`src/rtl/ddr_refresh_sequencer.sv`:
```
// DDR3 refresh sequencer: borrows the command bus through a four-phase own_rq/own_ack
// handshake, then issues PRECHARGE ALL and REFRESH. Define DDR_REFRESH_BURST_EN for REF bursts (max 8).
module ddr_refresh_sequencer (
  input  logic       clk,
  input  logic       rst_n,
  input  logic       en,
  input  logic [3:0] t_rp,
  input  logic [8:0] t_rfc,
  input  logic       want,
  input  logic       need,
  input  logic       seq_idle,
  output logic       own_rq,
  input  logic       own_ack,
  output logic       grant,
  output logic       cmd_valid,
  output logic       cmd_ras_n,
  output logic       cmd_cas_n,
  output logic       cmd_we_n,
  output logic       cmd_a10,
  output logic       busy
);

  typedef enum logic [2:0] {
    IDLE, REQ, PRE, WAIT_RP, REF, WAIT_RFC, RELEASE
  } state_t;

  state_t     state, state_nxt;
  logic [8:0] wait_cnt, wait_cnt_nxt;
  logic       trig;
  logic       burst_go;

  // A programmed spacing of 0 behaves like 1; the count is the number of extra wait cycles.
  function automatic logic [8:0] spacing_load(input logic [8:0] t);
    return (t == 9'd0) ? 9'd0 : t - 9'd1;
  endfunction

  assign trig = en && (need || (want && seq_idle));

`ifdef DDR_REFRESH_BURST_EN
  logic [3:0] burst_cnt;

  // Banks stay closed across a burst, so continuation goes straight to REF without a new PRE.
  assign burst_go = en && want && (need || seq_idle) && (burst_cnt < 4'd8);

  always_ff @(posedge clk or negedge rst_n) begin
    if (!rst_n) begin
      burst_cnt <= 4'd0;
    end else if (state_nxt == PRE) begin
      burst_cnt <= 4'd0;
    end else if (state_nxt == REF && burst_cnt != 4'hF) begin
      burst_cnt <= burst_cnt + 4'd1;
    end
  end
`else
  assign burst_go = 1'b0;
`endif

  always_comb begin
    state_nxt    = state;
    wait_cnt_nxt = wait_cnt;
    case (state)
      IDLE: begin
        if (trig && !own_ack) state_nxt = REQ;
      end
      REQ: begin
        if (own_ack) begin
          state_nxt    = PRE;
          wait_cnt_nxt = spacing_load({5'd0, t_rp});
        end
      end
      PRE, WAIT_RP: begin
        if (wait_cnt == 9'd0) begin
          state_nxt    = REF;
          wait_cnt_nxt = spacing_load(t_rfc);
        end else begin
          state_nxt    = WAIT_RP;
          wait_cnt_nxt = wait_cnt - 9'd1;
        end
      end
      REF, WAIT_RFC: begin
        if (wait_cnt == 9'd0) begin
          if (burst_go) begin
            state_nxt    = REF;
            wait_cnt_nxt = spacing_load(t_rfc);
          end else begin
            state_nxt = RELEASE;
          end
        end else begin
          state_nxt    = WAIT_RFC;
          wait_cnt_nxt = wait_cnt - 9'd1;
        end
      end
      RELEASE: begin
        if (!own_ack) state_nxt = IDLE;
      end
      default: state_nxt = IDLE;
    endcase
  end

  // Outputs are registered from the next state so they line up with the state they describe.
  always_ff @(posedge clk or negedge rst_n) begin
    if (!rst_n) begin
      state     <= IDLE;
      wait_cnt  <= 9'd0;
      own_rq    <= 1'b0;
      grant     <= 1'b0;
      cmd_valid <= 1'b0;
      cmd_ras_n <= 1'b1;
      cmd_cas_n <= 1'b1;
      cmd_we_n  <= 1'b1;
      cmd_a10   <= 1'b0;
      busy      <= 1'b0;
    end else begin
      state     <= state_nxt;
      wait_cnt  <= wait_cnt_nxt;
      own_rq    <= (state_nxt inside {REQ, PRE, WAIT_RP, REF, WAIT_RFC});
      grant     <= (state_nxt == REF);
      cmd_valid <= (state_nxt == PRE) || (state_nxt == REF);
      cmd_ras_n <= !((state_nxt == PRE) || (state_nxt == REF));
      cmd_cas_n <= (state_nxt != REF);
      cmd_we_n  <= (state_nxt != PRE);
      cmd_a10   <= (state_nxt == PRE);
      busy      <= (state_nxt != IDLE);
    end
  end

endmodule

```
`config.mk`:
```
export PLATFORM = sky130hd
export DESIGN_NAME = ddr_refresh_sequencer
export DESIGN_NICKNAME = d
export VERILOG_FILES = /design/src/rtl/ddr_refresh_sequencer.sv
export SDC_FILE = /design/constraint.sdc
export NUM_CORES = 1
export LEC_CHECK = 0
export ABC_AREA = 1
export CAP_MARGIN = 20
export CELL_PAD_IN_SITES_DETAIL_PLACEMENT = 2
export CELL_PAD_IN_SITES_GLOBAL_PLACEMENT = 2
export CORE_ASPECT_RATIO = 0.8
export CORE_UTILIZATION = 25
export CTS_CLUSTER_SIZE = 25
export DETAILED_ROUTE_END_ITERATION = 8
export PLACE_DENSITY_LB_ADDON = 0.1
export SETUP_SLACK_MARGIN = 0.2
export SYNTH_ARGS = -nofsm -noshare
export SYNTH_HDL_FRONTEND = slang
export SYNTH_SLANG_ARGS = --single-unit
```
`constraint.sdc`:
```
create_clock -name clk -period 1.51 [get_ports clk]
set_input_delay 0.302 -clock clk [delete_from_list [all_inputs] [get_ports clk]]
set_output_delay 0.302 -clock clk [all_outputs]
set_load 0.02 [all_outputs]
```
# Yosys cells after proc, flatten, opt, wreduce, memory -nomap -nowiden

Index checks and enable logic that the tools add are counted.

Bits in registers: 20
Input port bits: 20
Output and inout bits: 8
Logic and storage cells: 57

Add/subtract/negate cells: 3
Equality and inequality tests: 15
Muxes and demuxes: 12
Reductions and logical operators: 17

Operators by type and width:

| cell                                                  | count |
|---|---|
| two-way mux 9 bit                                     | 5 |
| one-hot mux 9 bit (3 select lines)                    | 1 |
| logical NOT 9 bit                                     | 2 |
| subtractor 9 x 1 -> 9 bit, second input constant      | 2 |
| == test 3 bit, second input constant                  | 5 |
| one-hot mux 3 bit (5 select lines)                    | 1 |
| == test 3 x 2 -> 1 bit, second input constant         | 4 |
| two-way mux 3 bit                                     | 4 |
| == test 3 x 1 -> 1 bit, second input constant         | 2 |
| nonzero test 3 bit                                    | 2 |
| nonzero test 5 bit                                    | 1 |
| subtractor 4 x 1 -> 5 bit, second input constant      | 1 |
| logical NOT 4 bit                                     | 1 |
| inequality test 2 bit, second input constant          | 2 |
| OR reduction 2 bit                                    | 2 |
| logical AND 1 bit                                     | 3 |
| logical NOT 3 bit                                     | 1 |
| inequality test 3 x 2 -> 1 bit, second input constant | 1 |
| inequality test 3 bit, second input constant          | 1 |
| AND reduction 3 bit                                   | 1 |
| logical NOT 1 bit                                     | 2 |
| logical OR 1 bit                                      | 2 |
| two-way mux 2 bit                                     | 1 |

# Longest topological paths before layout

Gate-level depths: netlist of run 1.

Word-level depth: 9
Gate-level depth with buffers: 11
Depth with buffers taken out: 11

# Worst setup path before layout of run 1

No wires, ideal clock.

Path kind: register to register
From: register wait_cnt[0]
To: register wait_cnt[2]
Setup time: 0.113 ns
Data arrival time: 1.338 ns
Data required time: 1.397 ns
Slack: 0.060 ns
Cell stages (with the launch flop): 12
Path buffers: 0
Clock period less this slack: 1.450 ns
Cell sequence: dfrtp_1 inv_1 ha_1 nand2_1 nor2_1 nand2_1 nand2_1 nand2_1 o21ai_0 nand3_1 nand2_1 inv_1

Word-level cells in the longest chain between the ends: 3
Elaborated cells between the ends (all ways): 7
Classes of those cells: add/sub: 1; eq/ne: 1; mux: 3; reduce/logical: 2

Ends and longest elaborated chain:

| item                                                                             | line | RTL |
|---|---|---|
| start, declared                                                                  | 28   | `logic [8:0] wait_cnt, wait_cnt_nxt;` |
| start signal, assigned                                                           | 115  | `wait_cnt <= wait_cnt_nxt;` |
| subtractor 9 x 1 -> 9 bit / logical NOT 9 bit (equally long branches)            | --   |  |
| two-way mux 9 bit, or another cell as far along                                  | 81   | `if (wait_cnt == 9'd0) begin` |
| one-hot mux 9 bit (3 select lines) / AND reduction 3 bit (equally long branches) | --   |  |

Parallel ways exist; a longest one is shown, timed or not. The select of a mux whose other input is x is not followed.
A chain may end at the register's enable or synchronous reset.

# Final worst setup path of run 1

From: register wait_cnt[4]
To: register wait_cnt[3]

Word-level cells in the longest chain between the ends: 3
Elaborated cells between the ends (all ways): 5
Classes of those cells: eq/ne: 1; mux: 2; reduce/logical: 2

Ends and longest elaborated chain:

| item                                                                             | line |
|---|---|
| logical NOT 9 bit (*)                                                            | 72, 81 |
| two-way mux 9 bit / inequality test 2 bit (equally long branches)                | -- |
| one-hot mux 9 bit (3 select lines) / AND reduction 3 bit (equally long branches) | -- |

Every way passes the cells marked *; elsewhere a longest branch is shown, timed or not.

==> results of run 1 <==
-- worst max-delay path by stage --
stage	from	endpoint	slack, ps	depth (start not counted)
after global placement	t_rfc[0]	wait_cnt[0]$_DFFE_PN0P_	-330	12
final	wait_cnt[4]$_DFFE_PN0P_	wait_cnt[3]$_DFFE_PN0P_	-200	9
after CTS	wait_cnt[0]$_DFFE_PN0P_	wait_cnt[8]$_DFFE_PN0P_	-20	8
after global routing	wait_cnt[4]$_DFFE_PN0P_	wait_cnt[3]$_DFFE_PN0P_	-300	9
after detailed placement	t_rfc[0]	wait_cnt[0]$_DFFE_PN0P_	-380	12
after floorplan	wait_cnt[1]$_DFFE_PN0P_	wait_cnt[3]$_DFFE_PN0P_	170	10
-- per-layer routing --
metal  share of wire (%)  GRT usage, %  vias to the layer above
met2                  52          36.7                       27
met5                   0             0                        -
met3                 2.4          2.84                       12
li1                    -             -                      852
met1                  44          27.5                      880
met4                 1.8          2.41                        0
-- Yosys cell counts, types with 2 or more instances --
cell type | count | area (µm²)
o21ai_0 | 4 | 20.0
dfstp_2 | 3 | 78.8
inv_1 | 37 | 139
a21oi_1 | 5 | 25.0
ha_1 | 4 | 50.1
inv_2 | 2 | 7.51
nor2_4 | 3 | 33.8
nand3_1 | 24 | 120
nand2_1 | 65 | 244
nor2_2 | 2 | 12.5
o21bai_1 | 3 | 22.5
dfrtp_1 | 17 | 425
nor3_1 | 2 | 10.0
nor2_1 | 35 | 131
xnor2_1 | 3 | 26.3
nand4_1 | 2 | 12.5
-- metrics by stage --
| stage | setup slack [ps] | TNS, ps |
|---|---|---|
| after floorplan | 169 | 0 |
| after global placement | -334 | -3120 |
| after detailed placement | -381 | -3560 |
| after CTS | -22.6 | -56.8 |
| after global routing | -303 | -1910 |
| final | -201 | -851 |
-- flip-flops by register name (all words and copies together) (netlist names) --
register,count
cmd_cas_n,1
grant,1
own_rq,1
wait_cnt,9
state,3
cmd_we_n,1
busy,1
cmd_a10,1
cmd_ras_n,1
cmd_valid,1
-- kinds of logic (layout without fill, tap and decap cells) --
kind of cell | count (synthesis) | count (layout) | share of synthesized area (%)
compound gates | 17 | 17 | 7.79
simple gates | 136 | 136 | 40.6
xor+xnor | 4 | 4 | 2.42
buf+inv | 40 | 126 | 10.9
fa+ha+maj | 4 | 4 | 3.46
flops | 20 | 20 | 34.9
-- worst max-delay path: cells and delay by family (launching register included) --
kind / cells / cell delay [ps]
DFF: 1 / 420
and+or+nand+nor: 9 / 1240
-- final cells by class --
type | instances | area (µm²) | area share (%)
repair buffers | 83 | 697 | 27.3
clock buffers | 3 | 41.3 | 1.62
flip-flops and latches | 20 | 507 | 19.9
multi-input cells | 161 | 1030 | 40.4
clock inverters | 1 | 30.0 | 1.18
inverters | 39 | 146 | 5.74
well taps | 78 | 97.6 | 3.83
-- power by group through the flow --
stage          clock, µW  combinational [µW]  sequential [µW]
6_report             568                 173              535
3_5_place_dp           0                 162              546
5_1_grt              592                 188              536
4_1_cts              571                 165              536
3_3_place_gp           0                 157              546
2_1_floorplan          0                38.6              546
-- repair_timing --
item | in CTS | in global routing
setup buffers | 4 | 2
pin swaps | 18 | 16
gates resized for setup | 58 | 29
setup endpoints to repair | 26 | 20
==> out/qor.yml, run 1 <==
synth:
  yosysWarnings: 0
  seq_area_frac_synth_pct: 34.9
  syn_area_per_cell_um2: 6.54
  synth_area_mm2: 0.00145
  synthCells: 221
  synth-edff-count: 0
  ys_seq_elements: 20
  synthArstFlopShare_pct: 100
  synth_cell_types: 26
  synth_nets: 245
  synthFlopType: "dfrtp_1"
final_layout:
  fin_area_mm2: 0.00255
  final_common_cell: "buf_4"
  fin_cells: 385
  area_growth_pct: 76.3
  fill_cells: 651
  fin_nets: 332
  final_cell_mix: "52 x buf_4, 50 x nand2_1, 30 x inv_1"
  post-route-util_pct: 46.2
  drive_above_1_share_pct: 42.3
  antenna_cells: 0
floorplan:
  die_w_um: 87.0
  num_rows: 24
  core_mm2: 0.00553
  dieHeight_um: 70.0
  die_area_mm2: 0.00610
  start_util_pct: 26.2
  io_pins: 28
pwr:
  total_power_uw: 1280
  p_per_area_mw_per_mm2: 501
  power_frac_seq_pct: 41.9
  vdd_drop_max_mv: 0.226
  combPwrFrac_pct: 13.6
  p_int_uw: 985
  clkPwrFrac_pct: 44.5
  swShare_pct: 22.8
  power.leakage_uw: 0.00125
  p_sw_uw: 292
sta:
  rsz0062_at_grt: "yes"
  tightest_slew_ps: 299
  whs_ps: 374
  fmax_mhz: 585
  setup_ws_ps: -201
  hold_viol: 0
  setup_viol: 10
  slew_violations: 0
  min_period_ps: 1710
  period_share_pct: 113
  maxSlewHeadroom_pct: 80.1
  fin_skew_ps: 7.09
critical_path:
  r2r_end: "wait_cnt[3]$_DFFE_PN0P_"
  worstPathArrival_ps: 1930
  required_ps: 1730
  worstPathMaxFanout: 8
  rr_worst_depth: 9
  cpMostUsedCell: "nand2_1"
  reg2reg_slack_ps: -200
  cp-end-kind: "flop"
  r2r_start: "wait_cnt[4]$_DFFE_PN0P_"
  criticalPathCategory: "flop to flop"
  cp-start-kind: "flop"
  cp_slowest_stage_delay_ps: 420
  crit_slowest_cell: "dfrtp_1"
  worstPathCellList: "nor2_4 -> nand2_2 -> nor2_4 -> nand2_4 -> nor2_4 -> nand2_1 -> nand2_1 -> nand2_1 -> nand2_1"
placed_design:
  dpl.hpwl_mm: 4.30
  dpl_cell_area_mm2: 0.00222
  place_inst: 375
  gp_congestion: 0.741
  portBuffers: 27
grt:
  grt_pass1_wl_mm: 9.67
  track_usage_pct: 20.8
  grt.overflow.total: 0
  grt_pass1_vias: 1923
  grt_antenna_before_repair: 0
  grt_max_degree: 21
detailed_routing:
  drtIter0Drc: 35
  drc_errors: 0
  antenna_left: 0
  dr_total_vias: 1771
  wl_mm: 7.09
  wl_per_cell_um: 18.4
  via_per_inst: 4.60
  first_pass_iters: 4
worst_hold_path:
  min_path_type: "input port to asynchronous set/reset pin"
clock_network:
  worstSkewPairLatency_ps: 270
  cts_sinks: 20
  cts_max_level: 1
  cts_hold_buf: 0
  cts_root_buffer: "clkbuf_8"
  tritoncts: "done"
  cts_buffers: 3
  max-clock-path-buffers: 2
  clkTransAtPathRegs_ps: 90
job:
  maxCapViolations: 0
run_status:
  failed_checks: "setup timing"
  outcome: "finished with violations"
Power figures use the tool's default switching activity.
==> run 2: changes to the inputs <==
--- a/config.mk
+++ b/config.mk
@@ -6,7 +6,7 @@
 export NUM_CORES = 1
 export LEC_CHECK = 0
 export ABC_AREA = 1
-export CAP_MARGIN = 20
+export CAP_MARGIN = 10
 export CELL_PAD_IN_SITES_DETAIL_PLACEMENT = 2
 export CELL_PAD_IN_SITES_GLOBAL_PLACEMENT = 2
 export CORE_ASPECT_RATIO = 0.8
==> constraint.sdc (replaced) <==
create_clock -name clk -period 2.1 [get_ports clk]
set_input_delay 0.42 -clock clk [delete_from_list [all_inputs] [get_ports clk]]
set_output_delay 0.42 -clock clk [all_outputs]
set_load 0.02 [all_outputs]
==> run 2 against run 1 <==
The run now ends clean. Largest power group unchanged. Die area stayed put. Combinational power is 47% lower. Cell area is 24% lower. Setup slack better by 500 ps. Via count is 15% lower. Power is 31% lower.
==> out/qor.yml, run 2 (same netlist as run 1, synthesis figures left out) <==
run_status:
  outcome: "finished clean"
floorplan:
  num_rows: 24
  core_mm2: 0.00553
  io_pins: 28
  dieHeight_um: 70.0
  start_util_pct: 26.2
  die_w_um: 87.0
  die_area_mm2: 0.00610
detailed_routing:
  drtIter0Drc: 29
  wl_mm: 4.64
  antenna_left: 0
  drc_errors: 0
  first_pass_iters: 4
  via_per_inst: 4.47
  wl_per_cell_um: 13.9
  dr_total_vias: 1498
clock_network:
  cts_root_buffer: "clkbuf_8"
  post-cts-setup-buffers: 0
  worstSkewPairLatency_ps: 270
  cts_sinks: 20
  cts_buffers: 3
  tritoncts: "done"
  max-clock-path-buffers: 2
  clkTransAtPathRegs_ps: 90
  cts_max_level: 1
pwr:
  p_per_area_mw_per_mm2: 450
  combPwrFrac_pct: 10.4
  power.leakage_uw: 0.000950
  power_frac_seq_pct: 44.0
  p_int_uw: 689
  total_power_uw: 876
  vdd_drop_max_mv: 0.263
  p_sw_uw: 187
  clkPwrFrac_pct: 45.6
  swShare_pct: 21.4
critical_path:
  crit_slowest_cell: "clkdlybuf4s50_1"
  criticalPathCategory: "flop to output port"
  worstPathMaxFanout: 1
  cp_num_buf_inv: 1
  worstPathCellList: "clkdlybuf4s50_1"
  cp-start-kind: "flop"
  cp_slowest_stage_delay_ps: 590
  cp-end-kind: "output port"
  critPathTopFamily: "buffers and inverters"
  required_ps: 1680
  worstPathArrival_ps: 1380
worst_hold_path:
  min_path_type: "input port to asynchronous set/reset pin"
sta:
  slew_violations: 0
  setup_viol: 0
  rsz0062_at_grt: "no"
  maxSlewHeadroom_pct: 74.2
  setup_tns_ps: 0
  whs_ps: 501
  period_share_pct: 85.8
  tightest_slew_ps: 383
  fmax_mhz: 555
  setup_ws_ps: 299
  min_period_ps: 1800
  fin_skew_ps: 9.17
  hold_viol: 0
placed_design:
  dpl.hpwl_mm: 3.84
  gp_congestion: 0.777
  portBuffers: 27
  pre_cts_ws_ps: 26.4
  place_inst: 331
grt:
  grt_max_degree: 21
  grt_pass1_wl_mm: 8.11
  grt.overflow.total: 0
  grt_pass1_vias: 1625
  grt_antenna_before_repair: 0
  track_usage_pct: 17.1
job:
  maxCapViolations: 0
final_layout:
  fin_cells: 335
  area_growth_pct: 34.6
  fin_nets: 282
  final_cell_mix: "61 x nand2_1, 37 x inv_1, 32 x nor2_1"
  final_common_cell: "nand2_1"
  largest_reg_flops: 9
  largest_registers: "wait_cnt x9, state x3"
  top_register: "wait_cnt"
  drive_above_1_share_pct: 12.5
  antenna_cells: 0
[run 2: cell types whose count changed in the layout (fill, tap and decap cells not counted), moves of 5 or more]
cell	before	now
buf_4	52	6
clkdlybuf4s50_1	16	27
nand2_1	50	61
nor2_1	23	32
nand2_2	11	3
inv_1	30	37
inv_2	9	2
nand3_1	17	24
dlygate4sd2_1	6	0
nor2_4	9	3
nand3_2	5	0
[run 2: layer usage]
layer  vias to the layer above  global-route usage [%]  share of wire [%]
met2                        10                    27.1                 45
met4                         0                    1.67               0.28
met5                         -                       0                  0
li1                        757                       -                  -
met3                         2                    2.96                1.8
met1                       729                    25.0                 53
[run 2: final timing paths]
| check | startpoint | end | depth (start not counted) | slack, ps |
|---|---|---|---|---|
| worst max register to register | wait_cnt[0]$_DFFE_PN0P_ | wait_cnt[8]$_DFFE_PN0P_ | 8 | 400 |
| min in group clk | wait_cnt[1]$_DFFE_PN0P_ | wait_cnt[1]$_DFFE_PN0P_ | 2 | 500 |
| worst max-delay path | cmd_ras_n$_DFF_PN1_ | cmd_ras_n | 1 | 300 |
| worst min-delay path | rst_n | wait_cnt[8]$_DFFE_PN0P_ | 2 | 500 |
| max in group asynchronous | rst_n | cmd_ras_n$_DFF_PN1_ | 2 | 1320 |
| worst min register to register | wait_cnt[1]$_DFFE_PN0P_ | wait_cnt[1]$_DFFE_PN0P_ | 2 | 500 |
[run 2: through the flow]
step	area [µm²]	utilization, %
detailed placement	1850	33.4
global route	1950	35.2
finish	1950	35.2
floorplan	1450	-
global placement	1850	33.4
CTS	1920	34.7
[run 2: cell type report]
class	instances	area [µm²]
Fill cell	701	3580
Multi-Input combinational cell	161	812
Sequential cell	20	504
Timing Repair Buffer	33	315
Inverter	39	146
Tap cell	78	97.6
Clock buffer	3	41.3
Clock inverter	1	30.0
[run 2: power groups by stage]
stage / Sequential [µW] / Clock, µW / Combinational (µW)
global route: 385 / 423 / 102
finish: 385 / 400 / 91.4
detailed placement: 392 / 0 / 92.7
global placement: 392 / 0 / 90.6
floorplan: 393 / 0 / 27.7
CTS: 385 / 410 / 93.0
[run 2: what timing repair did]
item / CTS / global route
endpoints found under the setup margin: 0 / 9
hold buffers: 0 / 0
endpoints found under the hold margin: 0 / 0
gates resized for setup: 0 / 9
==> run 3: changes to the inputs <==
--- a/config.mk
+++ b/config.mk
@@ -11,6 +11,7 @@
 export CELL_PAD_IN_SITES_GLOBAL_PLACEMENT = 2
 export CORE_ASPECT_RATIO = 0.8
 export CORE_UTILIZATION = 25
+export CTS_CLUSTER_DIAMETER = 80
 export CTS_CLUSTER_SIZE = 25
 export DETAILED_ROUTE_END_ITERATION = 8
 export PLACE_DENSITY_LB_ADDON = 0.1
==> results of run 3 <==
No change in the layout: final DEF, timing and power equal those of run 2.
